## src/rtl/mc_cpu_ctrl.sv

```systemverilog
// Multi-cycle RV32I sequencer: IF/ID/EX/MEM/WB stepping, memory handshake and datapath write enables.
// Optional cycle/instret counters under `ifdef MC_CPU_CTRL_PERF_EN.
module mc_cpu_ctrl #(
  parameter logic [31:0] RESET_PC = 32'h0000_0000
) (
  input  logic        clk,
  input  logic        rstn,
  input  logic        run,
  input  logic [31:0] inst,
  input  logic        br_taken,
  input  logic        mem_ready,
  output logic        mem_req,
  output logic        mem_we,
  output logic        mem_addr_sel,
  output logic        ir_we,
  output logic        mdr_we,
  output logic        rf_we,
  output logic        pc_we,
  output logic        pc_src,
  output logic        pc_init,
  output logic        halted,
  output logic [2:0]  state
`ifdef MC_CPU_CTRL_PERF_EN
  ,
  output logic [31:0] cycle_cnt,
  output logic [31:0] instret_cnt
`endif
);

  typedef enum logic [2:0] {
    S_IDLE = 3'd0, S_IF = 3'd1, S_ID = 3'd2, S_EX = 3'd3,
    S_MEM  = 3'd4, S_WB = 3'd5, S_HALT = 3'd6
  } state_e;

  localparam logic [6:0] OP_R      = 7'b0110011;
  localparam logic [6:0] OP_I      = 7'b0010011;
  localparam logic [6:0] OP_LOAD   = 7'b0000011;
  localparam logic [6:0] OP_STORE  = 7'b0100011;
  localparam logic [6:0] OP_BRANCH = 7'b1100011;
  localparam logic [6:0] OP_JAL    = 7'b1101111;
  localparam logic [6:0] OP_JALR   = 7'b1100111;
  localparam logic [6:0] OP_LUI    = 7'b0110111;
  localparam logic [6:0] OP_AUIPC  = 7'b0010111;
  localparam logic [6:0] OP_SYSTEM = 7'b1110011;

  state_e     state_q, state_d;
  logic [6:0] opcode;
  logic       op_known;

  // Only the opcode steers sequencing; the PC value itself lives in the datapath.
  logic unused_ok;
  assign unused_ok = ^{inst[31:7], RESET_PC};

  assign opcode = inst[6:0];
  assign state  = state_q;

  always_comb begin
    case (opcode)
      OP_R, OP_I, OP_LOAD, OP_STORE, OP_BRANCH,
      OP_JAL, OP_JALR, OP_LUI, OP_AUIPC: op_known = 1'b1;
      default:                           op_known = 1'b0;
    endcase
  end

  always_comb begin
    state_d      = state_q;
    mem_req      = 1'b0;
    mem_we       = 1'b0;
    mem_addr_sel = 1'b0;
    ir_we        = 1'b0;
    mdr_we       = 1'b0;
    rf_we        = 1'b0;
    pc_we        = 1'b0;
    pc_src       = 1'b0;
    pc_init      = 1'b0;
    halted       = 1'b0;
    case (state_q)
      S_IDLE: begin
        if (run) begin
          pc_init = 1'b1;
          state_d = S_IF;
        end
      end
      S_IF: begin
        mem_req = 1'b1;
        if (mem_ready) begin
          ir_we   = 1'b1;
          state_d = S_ID;
        end
      end
      S_ID: begin
        if (opcode == OP_SYSTEM) state_d = S_HALT;
        else if (!op_known) begin
          pc_we   = 1'b1;
          state_d = S_IF;
        end else state_d = S_EX;
      end
      S_EX: begin
        if (opcode == OP_BRANCH) begin
          pc_we   = 1'b1;
          pc_src  = br_taken;
          state_d = S_IF;
        end else if (opcode == OP_LOAD || opcode == OP_STORE) state_d = S_MEM;
        else state_d = S_WB;
      end
      S_MEM: begin
        // mem_we/mem_addr_sel come from state and IR only, so they hold for the whole request.
        mem_req      = 1'b1;
        mem_addr_sel = 1'b1;
        mem_we       = (opcode == OP_STORE);
        if (mem_ready) begin
          if (opcode == OP_STORE) begin
            pc_we   = 1'b1;
            state_d = S_IF;
          end else begin
            mdr_we  = 1'b1;
            state_d = S_WB;
          end
        end
      end
      S_WB: begin
        rf_we   = 1'b1;
        pc_we   = 1'b1;
        pc_src  = (opcode == OP_JAL || opcode == OP_JALR);
        state_d = S_IF;
      end
      S_HALT:  halted = 1'b1;
      default: state_d = S_IDLE;
    endcase
  end

  always_ff @(posedge clk) begin
    if (!rstn) state_q <= S_IDLE;
    else       state_q <= state_d;
  end

`ifdef MC_CPU_CTRL_PERF_EN
  logic [31:0] cycle_cnt_q, cycle_cnt_d, instret_cnt_q, instret_cnt_d;

  always_comb begin
    cycle_cnt_d   = cycle_cnt_q;
    instret_cnt_d = instret_cnt_q;
    if (state_q != S_IDLE && state_q != S_HALT) cycle_cnt_d = cycle_cnt_q + 32'd1;
    if (pc_we) instret_cnt_d = instret_cnt_q + 32'd1;
  end

  always_ff @(posedge clk) begin
    if (!rstn) begin
      cycle_cnt_q   <= '0;
      instret_cnt_q <= '0;
    end else begin
      cycle_cnt_q   <= cycle_cnt_d;
      instret_cnt_q <= instret_cnt_d;
    end
  end

  assign cycle_cnt   = cycle_cnt_q;
  assign instret_cnt = instret_cnt_q;
`endif

endmodule

```

## config.mk

```make
export PLATFORM = sky130hd
export DESIGN_NAME = mc_cpu_ctrl
export DESIGN_NICKNAME = d
export VERILOG_FILES = /design/src/rtl/mc_cpu_ctrl.sv
export SDC_FILE = /design/constraint.sdc
export NUM_CORES = 1
export LEC_CHECK = 0
export CORE_MARGIN = 8
export CORE_UTILIZATION = 24
export CTS_BUF_LIST = sky130_fd_sc_hd__clkbuf_8
export CTS_CLUSTER_DIAMETER = 100
export DETAILED_ROUTE_END_ITERATION = 16
export GPL_TIMING_DRIVEN = 1
export PLACE_DENSITY_LB_ADDON = 0.2
export SLEW_MARGIN = 20
export SYNTH_ARGS = -nofsm -noshare
export SYNTH_HDL_FRONTEND = slang
export SYNTH_SLANG_ARGS = --single-unit
```

## constraint.sdc

```tcl
create_clock -name clk -period 2 [get_ports clk]
set_input_delay 0.5 -clock clk [delete_from_list [all_inputs] [get_ports clk]]
set_output_delay 0.5 -clock clk [all_outputs]
set_load 0.005 [all_outputs]
```

; ---- Yosys cells after proc, flatten, opt, wreduce, memory -nomap -nowiden
; Index checks and enable logic that the tools add are counted.
; W data, S select, Z words.
[totals]
out_inout_bits = 13
regBits = 3
[classes]
bitwise = 1
reduce_logical = 6
eq_ne = 19
muxes = 30
[op_table]
columns = operator, count
row1 = $eq A7 B7 Y1 const B, 4
row2 = $eq A7 B6 Y1 const B, 3
row3 = $pmux W3 S7, 1
row4 = $mux W1, 20
row5 = $mux W3, 6
row6 = $eq A7 B5 Y1 const B, 2
row7 = $eq A3 B3 Y1 const B, 3
row8 = $reduce_or A9 Y1, 1
row9 = $eq A7 B2 Y1 const B, 1
row10 = $eq A3 B2 Y1 const B, 2
row11 = $ne A2 B2 Y1 const B, 3
row12 = $pmux W1 S4, 1
row13 = $reduce_and A4 Y1, 1
row14 = $eq A3 B1 Y1 const B, 1
row15 = $logic_not A3 Y1, 1
row16 = $logic_or A1 B1 Y1, 2
row17 = $mux W2, 1
row18 = $pmux W1 S2, 1
row19 = $reduce_or A2 Y1, 1
row20 = $not A1 Y1, 1

; ---- Logic depth before layout (Yosys ltp)
[logic_depth]
ltp_word = 6
mapped_depth = 6

; ---- Least setup slack after synthesis
; OpenSTA, ideal clock, no wires.
[synth_path]
kind = input to output
startpoint = in inst[2]
endpoint = out pc_we
path_slack_ps = -11
t_arrival_ps = 1511
t_required_ps = 1500
cell_stages = 5
path_buffers = 0
path_cell_list = nand4bb_1 -> or4b_4 -> nor2_2 -> o21ai_1 -> o22ai_2
[synth_between]
elab_chain_cells = 6
elab_cells_between_ends = 18
cone_classes = eq/ne: 10 / mux: 7 / reduce/logical: 1
[synth_lines]
columns = item, line
row1 = start: declaration, 9  ; input logic [31:0] inst,
row2 = $eq A7 B7 Y1 (tied with other cells), "58, 99"
row3 = $reduce_or A9 Y1, 58  ; case (opcode)
row4 = $mux W1, 58
row5 = $mux W1, 93  ; else if (!op_known) begin
row6 = $mux W1, 92  ; if (opcode == OP_SYSTEM) state_d = S_HALT;
row7 = $pmux W1 S4 (*), 77  ; case (state_q)
row8 = end: declaration, 18  ; output logic pc_we,
; Every way passes the cells marked *; elsewhere a longest branch is shown, timed or not.

; ---- Worst setup path in the final report
[layout_path]
startpoint = in inst[3]
endpoint = out pc_we
; Same word-level chain as after synthesis.

==> results.md <==
- Max Freq: 447 MHz
- Fill cells: 146
- Vias post-DR: 633
- Synth cell types: 28
- R2R Path Start: state[0]
- CTS Hold Bufs: 0
- Critical path peak fanout: 2
- Root buffer cell: clkbuf_8
- TritonCTS buffer count: 3
- Post-synth top area cell: dfxtp_1
- Clock Tree Buf Depth: 2
- H-tree lvl count: 1
- Crit path DAT: 1740 ps
- Yosys warning count: 0
- Hold Path Origin: state[0]
- Min-Delay Endpoint: state[2]
- Register area share after synthesis: 0.144
- R2R Setup Slk: 680 ps
- Post-DP HPWL: 1280 um
- Final Util: 0.539
- Power per cell area: 395 nW/um^2
- IO buf count: 24
- Starting Density: 0.249
- Worst Clk Skew: 0.505 ps
- Crit share post-route: 1.12
- FP Rows: 15
- Pin count of the biggest net entering global routing: 12
- Chip width: 57.7 um
- Count of antenna-violating nets left after detailed routing: 0
- Iteration-0 DRC count of the detailed router: 10
- Largest register FFs: 3
- Gr ovfl total: 0
- Slew @ Worst Pin: 260 ps
- Final TNS setup: -725 ps
- Chip height: 57.7 um
- Synth area leaders: dfxtp_1, nand2b_1, a21oi_1
- Yosys top cell area share: 0.144
- Hold Path Depth: 3
- Clock latency at the later pin of the worst-skew pair: 220 ps
- Antenna violations before repair: 0
- Post-synthesis register bit count: 3
- Core box area: 1670 um^2
- Antenna cells: 0
- Register-to-Register Path Depth: 6
- Clock transition at path regs: 30 ps
- Die area: 3330 um^2
- Cells after Synth: 63
- Max-cap violations: 0
- Final worst slack: -238 ps
- Peak supply drop: 0.207 mV
- Hold slack final: 648 ps
- First-pass GRT wire length: 2660 um
- WS Path Type: input port to output port
- Worst slew margin: 0.826
- RSZ-0062 raised after global routing: yes
- Final hold violation count: 0
- Area delta synth->final: 116%
- Netlist Area Pre-Place: 417 um^2
- Synthesized Nets: 100
- Wirelength per Cell: 12.9 um
- GP Congestion: 0.807
- Share of cells above drive strength 1: 0.432
- Hold Path Class: flip-flop to flip-flop
- TritonRoute pass-1 iters: 4
- Drt via density: 4.95
- Crit path required time: 1500 ps
- Crit Reg-Reg Endpoint: state[0]
- Finish-stage setup viols: 4
- Run status: finished, violations left
- Gr usage total: 0.0962
- Mean Syn Cell Area: 6.61 um^2
- Routed wire length: 1650 um
- Failing checks: setup timing
- Vias in the first global route: 614
- # DRC: 0
- CP Capture Type: output port
- Slew Viols, Final: 0
- Clock sinks: 3
- P_leak: 0.398 nW
- Nets: 149
- Tmin final: 2240 ps
- TritonCTS clock tree: built
- Startpoint types: input port
- IO Count: 50
[synth_stat cells]
cell / number
nand2_1: 6
a21oi_1: 5
nand2b_1: 5
nor2_1: 5
nor2b_1: 4
o21ai_1: 4
and3_1: 3
dfxtp_1: 3
nor3_1: 3
a211oi_1: 2
a31oi_1: 2
and2_1: 2
buf_2: 2
nand3_1: 2
o31ai_1: 2
and4bb_1: 1
clkbuf_1: 1
inv_1: 1
nand4_1: 1
nand4b_1: 1
nand4bb_1: 1
nor2_2: 1
nor3b_1: 1
o21a_1: 1
o21ai_0: 1
o22ai_1: 1
o22ai_2: 1
or4b_4: 1
[cell usage in the layout, fill, tap and decap left out, types with 3 or more instances in the layout]
cell type,count
a21oi_1,5
buf_2,6
buf_4,22
buf_6,3
clkbuf_8,3
clkdlybuf4s50_1,10
dlygate4sd2_1,5
nand2_1,6
nand2b_1,5
nor2_1,4
nor2b_1,3
o21ai_1,3
[per-stage QoR]
stage	area, um^2	total power, mW	setup slack, ps	instances
floorplan	417	0.109	-11.2	63
global placement	822	0.186	-973	122
detailed placement	822	0.186	-1010	122
CTS	890	0.357	-317	127
global route	901	0.374	-305	128
finish	901	0.356	-238	128
[timing repair]
item,in CTS,in global routing
setup buffers,1,1
pin swaps,6,5
resized for setup,53,3
setup endpoints to repair,10,7
[cells by family after synthesis]
logic type      after synthesis  synth area share
compound gates               19             0.285
flops                         3             0.144
buf+inv                       4            0.0420
simple gates                 37             0.529
[worst max-delay path, cell delays in order]
cell and delay, ps:
buf_6 90, nand4bb_4 210, or4b_4 530, nor2_4 100, o21ai_2 60, o22ai_2 120, buf_2 130
[layout make-up]
cell class / instances / area (um^2) / share of cell area
multi-input cells: 56 / 384 / 0.426
repair buffers: 47 / 378 / 0.419
flip-flops and latches: 3 / 68.8 / 0.0764
clock buffers: 3 / 41.3 / 0.0458
well taps: 17 / 21.3 / 0.0236
clock inverters: 1 / 3.75 / 0.00417
inverters: 1 / 3.75 / 0.00417
[report_power, final]
part	internal (mW)	switching, mW
clock network	0.131	0.0417
logic	0.0676	0.0467
registers	0.0621	0.00662
total	0.260	0.0950
[worst max-delay path by stage]
stage,start,endpoint,depth (start not counted)
global route,inst[3],pc_we,7
finish,inst[3],pc_we,7
detailed placement,inst[2],pc_we,7
floorplan,inst[2],pc_we,5
global placement,inst[2],pc_we,7
CTS,inst[3],pc_we,7
[routing by layer]
metal	global-route usage	part of all wire
met1	0.108	0.45
met2	0.170	0.49
met3	0.0265	0.050
met4	0.0315	0.0042
met5	0	0
Power figures use the tool's default switching activity.
